$ cat config.mk
export PLATFORM = sky130hd
export DESIGN_NAME = sliscp_inv_step
export DESIGN_NICKNAME = d
export VERILOG_FILES = /design/src/rtl/sliscp_inv_step.sv
export SDC_FILE = /design/constraint.sdc
export NUM_CORES = 1
export LEC_CHECK = 0
export ABC_AREA = 0
export CORE_ASPECT_RATIO = 0.6
export CORE_MARGIN = 3
export CORE_UTILIZATION = 47
export CTS_BUF_LIST = sky130_fd_sc_hd__clkbuf_16
export CTS_CLUSTER_SIZE = 40
export DETAILED_ROUTE_END_ITERATION = 8
export GPL_TIMING_DRIVEN = 0
export PLACE_DENSITY_LB_ADDON = 0.05
export SLEW_MARGIN = 20
export SYNTH_ARGS = -nofsm -noshare
export SYNTH_HDL_FRONTEND = slang
export SYNTH_SLANG_ARGS = --single-unit
$ cat constraint.sdc
create_clock -name clk -period 2.23 [get_ports clk]
set_input_delay 0.669 -clock clk [delete_from_list [all_inputs] [get_ports clk]]
set_output_delay 0.669 -clock clk [all_outputs]
set_load 0.01 [all_outputs]
$ cat src/rtl/sliscp_inv_step.sv
// rtl/sliscp_inv_step.sv - iterative inverse of one sLiSCP-light step
// Two inverse Simeck boxes each run one round per cycle; s0/s2 are resolved at accept.
module sliscp_inv_step #(
  parameter int WIDTH  = 48,
  parameter int ROUNDS = 6
) (
  input  logic                 clk,
  input  logic                 rst,
  input  logic                 start,
  input  logic [4*WIDTH-1:0]   sin,
  input  logic [7:0]           rc1,
  input  logic [7:0]           rc0,
  input  logic [7:0]           sc1,
  input  logic [7:0]           sc0,
  output logic                 busy,
  output logic                 done,
  output logic [4*WIDTH-1:0]   sout
);

  localparam int H = WIDTH / 2;
  localparam logic [2:0] LAST = 3'(ROUNDS - 1);

  typedef enum logic {IDLE, RUN} state_t;

  state_t           state;
  logic [2:0]       cnt;
  logic [7:0]       rc0_q;
  logic [7:0]       rc1_q;
  logic [WIDTH-1:0] box0;
  logic [WIDTH-1:0] box1;
  logic [WIDTH-1:0] box0_nxt;
  logic [WIDTH-1:0] box1_nxt;
  logic [WIDTH-1:0] t0, t1, t2, t3;
  logic             unused_sc_bits;

  function automatic logic [H-1:0] rol(input logic [H-1:0] x, input int n);
    return (x << n) | (x >> (H - n));
  endfunction

  function automatic logic [H-1:0] simeck_f(input logic [H-1:0] x);
    return (x & rol(x, 5)) ^ rol(x, 1);
  endfunction

  // (l', r') -> (r', l' ^ f(r') ^ c_j)
  function automatic logic [WIDTH-1:0] inv_round(input logic [WIDTH-1:0] x,
                                                 input logic rc_bit);
    logic [H-1:0] l, r, c;
    l = x[WIDTH-1:H];
    r = x[H-1:0];
    c = {{(H-1){1'b1}}, rc_bit};
    return {r, l ^ simeck_f(r) ^ c};
  endfunction

  function automatic logic [WIDTH-1:0] step_const(input logic [7:0] sc);
    return {{(WIDTH-8){1'b1}}, 2'b00, sc[5:0]};
  endfunction

  assign t0 = sin[4*WIDTH-1:3*WIDTH];
  assign t1 = sin[3*WIDTH-1:2*WIDTH];
  assign t2 = sin[2*WIDTH-1:WIDTH];
  assign t3 = sin[WIDTH-1:0];

  // Rounds run from ROUNDS-1 down to 0, so the counter doubles as the round index.
  assign box0_nxt = inv_round(box0, rc0_q[cnt]);
  assign box1_nxt = inv_round(box1, rc1_q[cnt]);

  assign unused_sc_bits = ^{sc0[7:6], sc1[7:6]};

  always_ff @(posedge clk) begin
    if (rst) begin
      state <= IDLE;
      cnt   <= '0;
      busy  <= 1'b0;
      done  <= 1'b0;
      sout  <= '0;
      box0  <= '0;
      box1  <= '0;
      rc0_q <= '0;
      rc1_q <= '0;
    end else begin
      done <= 1'b0;
      case (state)
        IDLE: begin
          if (start) begin
            sout[4*WIDTH-1:3*WIDTH] <= t3 ^ t0 ^ step_const(sc0);
            sout[2*WIDTH-1:WIDTH]   <= t1 ^ t2 ^ step_const(sc1);
            box0  <= t0;
            box1  <= t2;
            rc0_q <= rc0;
            rc1_q <= rc1;
            cnt   <= LAST;
            busy  <= 1'b1;
            state <= RUN;
          end
        end
        RUN: begin
          box0 <= box0_nxt;
          box1 <= box1_nxt;
          if (cnt == 3'd0) begin
            sout[3*WIDTH-1:2*WIDTH] <= box0_nxt;
            sout[WIDTH-1:0]         <= box1_nxt;
            done  <= 1'b1;
            busy  <= 1'b0;
            state <= IDLE;
          end else begin
            cnt <= cnt - 3'd1;
          end
        end
        default: state <= IDLE;
      endcase
    end
  end

endmodule
==> impl_metrics.py <==
metrics = {
    "clocking": {
        "cts.htree.levels": 1,
        "cts_inserted_buffers": 29,
        "clock_sinks": 310,
        "cts_tree": "built",
        "clockBufferDepth": 3,
        "clk_pin_slew_ns": 0.07,
        "root_buffer": "clkbuf_16",
        "postCtsHoldBufs": 0,
        "worstSkewPairLatency_ns": 0.57,
    },
    "route": {
        "first_pass_iters": 5,
        "ant_nets": 0,
        "drt-initial-drc-count": 1151,
        "drt-total-wl_um": 53300,
        "post_drt_via_cell_ratio": 5.50,
        "drc": 0,
        "dr_total_vias": 13507,
        "wl_per_cell_um": 21.7,
    },
    "finish": {
        "finalNetCount": 2298,
        "fin_area_sq_mm": 0.0192,
        "final_layout_size_suffix_gt1_share_pct": 4.50,
        "fillCellCount": 2407,
        "syn_to_final_growth_pct": 40.7,
    },
    "synthesis": {
        "ys.flop_type": "dfxtp_1",
        "synth-edff-count": 0,
        "yosysTopAreaCellShare_pct": 45.6,
        "netlist_top_cells_area": "dfxtp_1, xnor2_1, nand2_1",
        "yosysMostFrequentCell": "nand2_1",
        "synth_nets": 1852,
        "syn_area_sq_mm": 0.0136,
        "ys_seq_area_share_pct": 45.6,
        "ys_warn_count": 0,
        "ys_ff_latch": 310,
        "ys_top_cells_by_count": "nand2_1, dfxtp_1, a21oi_1",
        "yosysUniqueCellTypes": 30,
        "yosysTopAreaCell": "dfxtp_1",
        "synth_area_per_cell_sq_um": 8.39,
        "synthCells": 1623,
        "synth-async-reset-ratio_pct": 0,
    },
    "floorplan": {
        "io_pins": 421,
        "die-width_um": 226,
        "die_area_sq_mm": 0.0311,
        "die_h_um": 138,
        "start_util_pct": 48.5,
        "row_count": 47,
        "coreArea_sq_mm": 0.0281,
    },
    "power_and_ir_drop": {
        "power_density_mw_per_mm2": 765,
        "ir_drop_uv": 467,
        "leakage_nw": 7.09,
    },
    "sta": {
        "min_period_over_period_pct": 98.6,
        "fin_skew_ns": 0.0336,
        "setup_violations": 0,
        "layout_setup_ws_ns": 0.0321,
        "tightest_slew_ns": 0.907,
        "slew_headroom_pct": 39.5,
        "clock.fmax_mhz": 455,
        "rsz0062_at_grt": "false",
        "hold_viol": 0,
        "period_needed_ns": 2.20,
        "drv_slew": 0,
    },
    "min_path": {
        "whs_path_depth": 2,
        "whs_endpoint": "sout[62]",
        "min_from": "sout[62]",
        "hp-class": "reg -> reg",
    },
    "setup_path": {
        "r2r_setup_slack_ns": 0.14,
        "critPathLaunchType": "register",
        "crit_required_ns": 1.56,
        "path_buf_inv": 1,
        "cp_cell_sequence": "clkdlybuf4s50_1",
        "worstReg2RegEnd": "sout[129]",
        "rr_startpoint": "cnt[0]",
        "r2r_cells": 9,
        "end_kind": "output port",
        "max_stage_delay_ns": 0.59,
        "cp_slowest_cell": "clkdlybuf4s50_1",
        "cp_top_family": "buffers and inverters",
        "crit_arrival_ns": 1.53,
        "crit_type": "reg -> out",
        "path_max_fanout": 2,
    },
    "run": {
        "cap_violations": 0,
    },
    "grt": {
        "overflow": 0,
        "grt_pass1_wl_um": 77500,
        "antenna_found_initial": 2,
        "grt_use_total_pct": 32.8,
        "grt_pass1_vias": 12799,
        "grt_max_degree": 15,
    },
    "place": {
        "routabilityCongestion": 0.917,
        "place_ws_ns": -0.618,
        "dpl_cell_area_sq_mm": 0.0182,
        "hpwl_um": 41200,
        "numPortBuffers": 415,
    },
    "status": {
        "status": "complete, no violations",
    },
}
[stage by stage]
| stage | util, % | std cells | TNS (ns) | power [mW] | hold slack [ns] |
|---|---|---|---|---|---|
| 4_1_cts | 68.2 | 2456 | 0 | 14.6 | 0.451 |
| 5_1_grt | 68.3 | 2457 | 0 | 15.2 | 0.467 |
| 3_3_place_gp | 65.0 | 2405 | -74.20 | 9.82 | 0.438 |
| 3_5_place_dp | 65.0 | 2405 | -84.25 | 9.90 | 0.442 |
| 6_report | 68.3 | 2457 | 0 | 14.7 | 0.451 |
| 2_1_floorplan | - | 1623 | 0 | 8.19 | 0.433 |
[final cells by class]
class	instances	area, sq um	area share (%)
Multi-Input combinational cell	1193	6930	36.2
Timing Repair Buffer	416	4170	21.8
Clock inverter	22	153	0.797
Clock buffer	29	726	3.79
Buffer	116	504	2.63
Sequential cell	310	6210	32.4
Inverter	3	11.3	0.0588
Antenna cell	1	2.50	0.0131
Tap cell	367	459	2.40
[layout by cell type, fill, tap and decap left out, types with 9 or more instances in the layout]
cell / Yosys / layout
nor2_1: 151 / 151
nand2_1: 363 / 362
mux2i_1: 49 / 49
clkbuf_2: 0 / 11
xnor2_1: 157 / 157
buf_1: 13 / 10
clkbuf_1: 77 / 67
buf_2: 26 / 23
clkbuf_16: 0 / 29
nor2b_1: 48 / 48
a21oi_1: 208 / 208
xor2_1: 46 / 46
clkinv_1: 0 / 9
dfxtp_1: 310 / 310
clkdlybuf4s50_1: 0 / 411
a211oi_1: 143 / 143
[power breakdown]
part | total [mW] | internal [mW] | switching, mW | leakage (nW)
Combinational | 3.42 | 1.63 | 1.80 | 4.10
Sequential | 6.45 | 6.00 | 0.454 | 2.55
Clock | 4.79 | 2.59 | 2.21 | 0.442
[worst max-delay path by stage]
| stage | slack [ns] | startpoint | end | cells after the start |
|---|---|---|---|---|
| final | 0.03 | sout[17] | sout[17] | 1 |
| after detailed placement | -0.62 | start | sout[184] | 7 |
| after floorplan | 0.43 | start | box0[44] | 7 |
| after global placement | -0.59 | start | sout[189] | 7 |
| after global routing | 0.003 | sout[97] | sout[97] | 1 |
| after CTS | 0.02 | sout[17] | sout[17] | 1 |
[cell families (layout without fill, tap and decap cells)]
family                   after synthesis  count (layout)  synth area share [%]
AND/OR/NAND/NOR                      575             575                  17.0
AO/OA/AOI/OAI                        356             356                  15.9
flip-flops                           310             310                  45.6
XOR/XNOR                             205             205                  13.3
buffers and inverters                120             586                  3.60
multiplexers                          55              55                  4.53
adder cells (fa/ha/maj)                2               2                 0.184
other                                  0               1                     0
[worst register-to-register path, stage by stage, from the launching register on]
cell and delay (ns):
dfxtp_1 0.31, buf_6 0.13, inv_1 0.11, ha_1 0.21, nand2b_1 0.14, nor2_4 0.29
buf_6 0.24, clkbuf_4 0.24, nand2_1 0.17, a21oi_1 0.17
[layer usage]
layer | track usage (%) | wire length (um) | vias up
met1 | 48.2 | 24400 | 6502
met2 | 49.3 | 22700 | 624
met4 | 6.63 | 980 | 2
met3 | 7.70 | 5170 | 66
met5 | 0 | 12 | -
li1 | - | - | 6313
[repair_timing]
item,CTS,global route
endpoints found under the setup margin,83,83
setup buffers,0,1
resized for setup,5,25
pin swaps,0,1
[state kept, by name (all words and copies together) (netlist names)]
signal / count
cnt: 3
box0: 48
busy: 1
rc0_q: 8
done: 1
rc1_q: 8
state: 1
sout: 192
box1: 48
No activity file was read; power rests on OpenSTA's default activity.
==> RTL edit 1: new RTL, same flow settings <==
Set the parameter `WIDTH` to 24 (it was 48).
--- a/src/rtl/sliscp_inv_step.sv
+++ b/src/rtl/sliscp_inv_step.sv
@@ -1,7 +1,7 @@
 // rtl/sliscp_inv_step.sv - iterative inverse of one sLiSCP-light step
 // Two inverse Simeck boxes each run one round per cycle; s0/s2 are resolved at accept.
 module sliscp_inv_step #(
-  parameter int WIDTH  = 48,
+  parameter int WIDTH  = 24,
   parameter int ROUNDS = 6
 ) (
   input  logic                 clk,
Ports: changed (resized sin and sout); port bits go from 421 to 229. No check against the original RTL was run, so the function may have changed too.
==> RTL edit 1 against the original RTL <==
The run now ends with design-rule violations left; final area shrank 46%; sequential cell count is 144 lower; synthesized area down 46%; register-to-register slack hardly changed; power down 45%; routed wire length is 55% lower; maximum frequency rose by 4.0%; setup slack improved by 0.084 ns.
==> RTL edit 1: results <==
export IMPL_synthTopCellsByCount="nand2_1, dfxtp_1, a21oi_1, xnor2_1, nor2_1"
export IMPL_cts_buffers=17
export IMPL_hpwl_um=17900
export IMPL_synthTopCellsByArea="dfxtp_1, xnor2_1, nand2_1"
export IMPL_firstDrtPassIters=7
export IMPL_place_area_um2=9780
export IMPL_failed_checks="design-rule violations"
export IMPL_cts_max_path_buffers=2
export IMPL_place_gp_congestion=0.898
export IMPL_drive_gt1_frac=0.0577
export IMPL_grt_pass1_vias=6519
export IMPL_p_sw_frac=0.293
export IMPL_grt_usage=0.277
export IMPL_drc=1
export IMPL_ys_types=31
export IMPL_status="finished, violations left"
export IMPL_reg_top3="sout x96, box0 x24, box1 x24"
export IMPL_worstSkewPairLatency_ns=0.43
export IMPL_holdWs_ns=0.450
export IMPL_fin_nets=1196
export IMPL_p_leak_uw=0.00386
export IMPL_drt_iter0_markers=501
export IMPL_grt_max_degree=17
export IMPL_io_buffer_count=224
export IMPL_max_slew_margin=0.545
export IMPL_fin_skew_ns=0.0130
export IMPL_yosysSeqAreaShare=0.456
export IMPL_ir_drop_uv=501
export IMPL_diodes=0
export IMPL_grt_pass1_wl_um=36700
export IMPL_synth_nets=953
export IMPL_cp_arrival_ns=2.40
export IMPL_cts_htree_levels=4
export IMPL_fillers=1210
export IMPL_dr_total_vias=6774
export IMPL_routed_wl_um=23900
-- RTL edit 1: kinds of logic after synthesis --
logic type / after synthesis / synth area share
fa+ha+maj: 2 / 0.00343
buf+inv: 64 / 0.0371
flops: 166 / 0.456
mux: 30 / 0.0515
simple gates: 259 / 0.151
xor+xnor: 110 / 0.132
compound gates: 189 / 0.169
-- RTL edit 1: critical path: stages --
cell and delay, ns:
clkdlybuf4s50_1 0.51, buf_2 0.25, buf_2 0.40, mux2i_1 0.23, nor2_1 0.06, a21oi_1 0.20, nor2_1 0.07
-- RTL edit 1: final timing paths --
path | start | endpoint | cells after the start
setup / recovery | start | box0[14] | 7
hold / removal | sout[25] | sout[25] | 2
setup reg to reg | cnt[0] | sout[66] | 7
hold reg to reg | sout[25] | sout[25] | 2
-- RTL edit 1: per-layer routing --
layer / part of all wire / up-vias / GRT usage
met5: 0.00046 / - / 0
met4: 0.019 / 2 / 0.0798
met3: 0.092 / 42 / 0.0653
met2: 0.42 / 291 / 0.405
met1: 0.47 / 3171 / 0.410
li1: - / 3268 / -
-- RTL edit 1: area by class of cell --
cell class / count / area (µm²) / area share
buffer: 62 / 265 / 0.0256
clock buffer: 17 / 425 / 0.0411
clock inverter: 14 / 150 / 0.0145
inverter: 2 / 7.51 / 0.000725
multi-input combinational: 590 / 3690 / 0.357
sequential: 166 / 3320 / 0.321
tap: 198 / 248 / 0.0239
timing repair buffer: 224 / 2240 / 0.217
-- RTL edit 1: through the flow --
stage / std cells / setup slack, ns / TNS, ns
floorplan: 820 / 0.616 / 0
global placement: 1242 / -0.305 / -19.13
detailed placement: 1242 / -0.325 / -21.70
CTS: 1273 / 0.0789 / 0
global route: 1273 / 0.0123 / 0
finish: 1273 / 0.117 / 0
-- RTL edit 1: what timing repair did --
item,CTS,global route
gates resized for setup,0,4
hold buffers,0,0
endpoints found under the setup margin,0,10
-- RTL edit 1: power by group through the flow --
stage | sequential, µW | clock, µW | combinational [µW]
global placement | 3490 | 0 | 1700
finish | 3440 | 2920 | 1750
CTS | 3430 | 2920 | 1740
floorplan | 3480 | 0 | 881
detailed placement | 3500 | 0 | 1720
global route | 3470 | 3040 | 1900
==> RTL edit 2: new RTL, config.mk and constraints unchanged <==
Without the edit above. Register the output `done` once more, cleared by the reset; this adds one clock of latency there. The other outputs are not delayed to match.
--- a/src/rtl/sliscp_inv_step.sv
+++ b/src/rtl/sliscp_inv_step.sv
@@ -21,6 +21,8 @@
   localparam logic [2:0] LAST = 3'(ROUNDS - 1);
 
   typedef enum logic {IDLE, RUN} state_t;
+
+  logic done_s0;
 
   state_t           state;
   logic [2:0]       cnt;
@@ -71,14 +73,14 @@
       state <= IDLE;
       cnt   <= '0;
       busy  <= 1'b0;
-      done  <= 1'b0;
+      done_s0 <= 1'b0;
       sout  <= '0;
       box0  <= '0;
       box1  <= '0;
       rc0_q <= '0;
       rc1_q <= '0;
     end else begin
-      done <= 1'b0;
+      done_s0 <= 1'b0;
       case (state)
         IDLE: begin
           if (start) begin
@@ -99,7 +101,7 @@
           if (cnt == 3'd0) begin
             sout[3*WIDTH-1:2*WIDTH] <= box0_nxt;
             sout[WIDTH-1:0]         <= box1_nxt;
-            done  <= 1'b1;
+            done_s0 <= 1'b1;
             busy  <= 1'b0;
             state <= IDLE;
           end else begin
@@ -111,4 +113,12 @@
     end
   end
 
+  always_ff @(posedge clk) begin
+    if (rst) begin
+      done <= '0;
+    end else begin
+      done <= done_s0;
+    end
+  end
+
 endmodule
Behaviour: no difference found for any inputs over 4 cycles, from zero or initial values and one cycle with rst high; that may be too few to reach the edited logic, so the function may still have changed.
==> RTL edit 2 against the original RTL <==
Synthesized area shrank 2.4%; setup slack gained 0.0025 ns; sequential share of layout area grew 0.63 points; power grew 0.35%; largest power group unchanged; critical path type unchanged; final area shrank 1.6%; utilization grew 1.2 points; sequential cell count grew 1; routed wire length shrank 6.8%.
==> RTL edit 2: results <==
export IMPL_status="completed"
export IMPL_place_gp_congestion=0.914
export IMPL_ys_types=31
export IMPL_firstDrtPassIters=5
export IMPL_r2r_slack_ns=0.06
export IMPL_met2_length_um=20900
export IMPL_r2r_end="sout[137]"
export IMPL_io_buffer_count=414
export IMPL_grt_pass1_vias=11857
export IMPL_max_slew_margin=0.452
export IMPL_cp_endpoint="sout[172]"
export IMPL_synthTopCellsByCount="dfxtp_1, nand2_1, xnor2_1, a21oi_1, nor2_1"
export IMPL_combPwrFrac=0.225
export IMPL_hold_end="sout[97]"
export IMPL_hpwl_um=38200
export IMPL_synthXorXnorAreaFrac=0.136
export IMPL_viasPerCell=5.40
export IMPL_synth_nets=1731
export IMPL_cts_max_path_buffers=3
export IMPL_power_switching_uw=4360
export IMPL_max_stage_delay_ns=0.62
export IMPL_drive_gt1_frac=0.0451
export IMPL_postSynthAreaPerCell_um2=8.85
export IMPL_pg_comb_uw=3310
export IMPL_dp_slack_ns=-0.574
export IMPL_hold_start="sout[97]"
export IMPL_holdWs_ns=0.449
export IMPL_fin_nets=2179
export IMPL_synthFlopType="dfxtp_1"
export IMPL_fin_skew_ns=0.0164
export IMPL_rr_worst_depth=8
export IMPL_yosysSeqAreaShare=0.469
export IMPL_routed_wl_um=49700
export IMPL_wl_met3_um=5060
export IMPL_grt_pass1_wl_um=73400
export IMPL_p_clk_uw=4910
export IMPL_reg_top3="sout x192, box0 x48, box1 x48"
export IMPL_dr_total_vias=12607
export IMPL_p_leak_uw=0.00716
export IMPL_synth_compound_area_share=0.165
export IMPL_muxShareOfSynthArea=0.0552
export IMPL_use_met3=0.0844
export IMPL_ir_drop_uv=512
export IMPL_place_area_um2=17900
export IMPL_use_met1=0.460
export IMPL_synth_fa_ha_area_frac=0.00188
export IMPL_crit_start="sout[172]"
export IMPL_wl_met1_um=22800
export IMPL_fin_ws_ns=0.0346
export IMPL_grt_usage=0.313
export IMPL_cts_root_buf="clkbuf_16"
export IMPL_met2_usage=0.463
export IMPL_top_layer_used="met4"
export IMPL_synthTopCellsByArea="dfxtp_1, xnor2_1, nand2_1"
export IMPL_drt_iter0_markers=978
-- RTL edit 2: cell types whose count changed after synthesis, sizes merged, moves of 11 or more --
cell,change
a211oi,-56
mux2i,+11
nand2,-61
a21oi,-50
xnor2,+13
xor2,-11
nor2,-40
a22o,+59
o21ai,+35
-- RTL edit 2: repair_timing --
item                                    CTS  global route
setup buffers                             0             3
resized for setup                         4            11
hold endpoints to repair                  0             0
pin swaps                                 0             1
endpoints found under the setup margin   98           125
-- RTL edit 2: final cells by class --
type / count / area [µm²]
Tap cell: 360 / 450
Fill cell: 2239 / 8250
Sequential cell: 311 / 6230
Multi-Input combinational cell: 1081 / 6620
Timing Repair Buffer: 417 / 4170
Buffer: 105 / 445
Clock buffer: 29 / 726
Clock inverter: 25 / 188
Inverter: 5 / 18.8
Antenna cell: 2 / 5.00
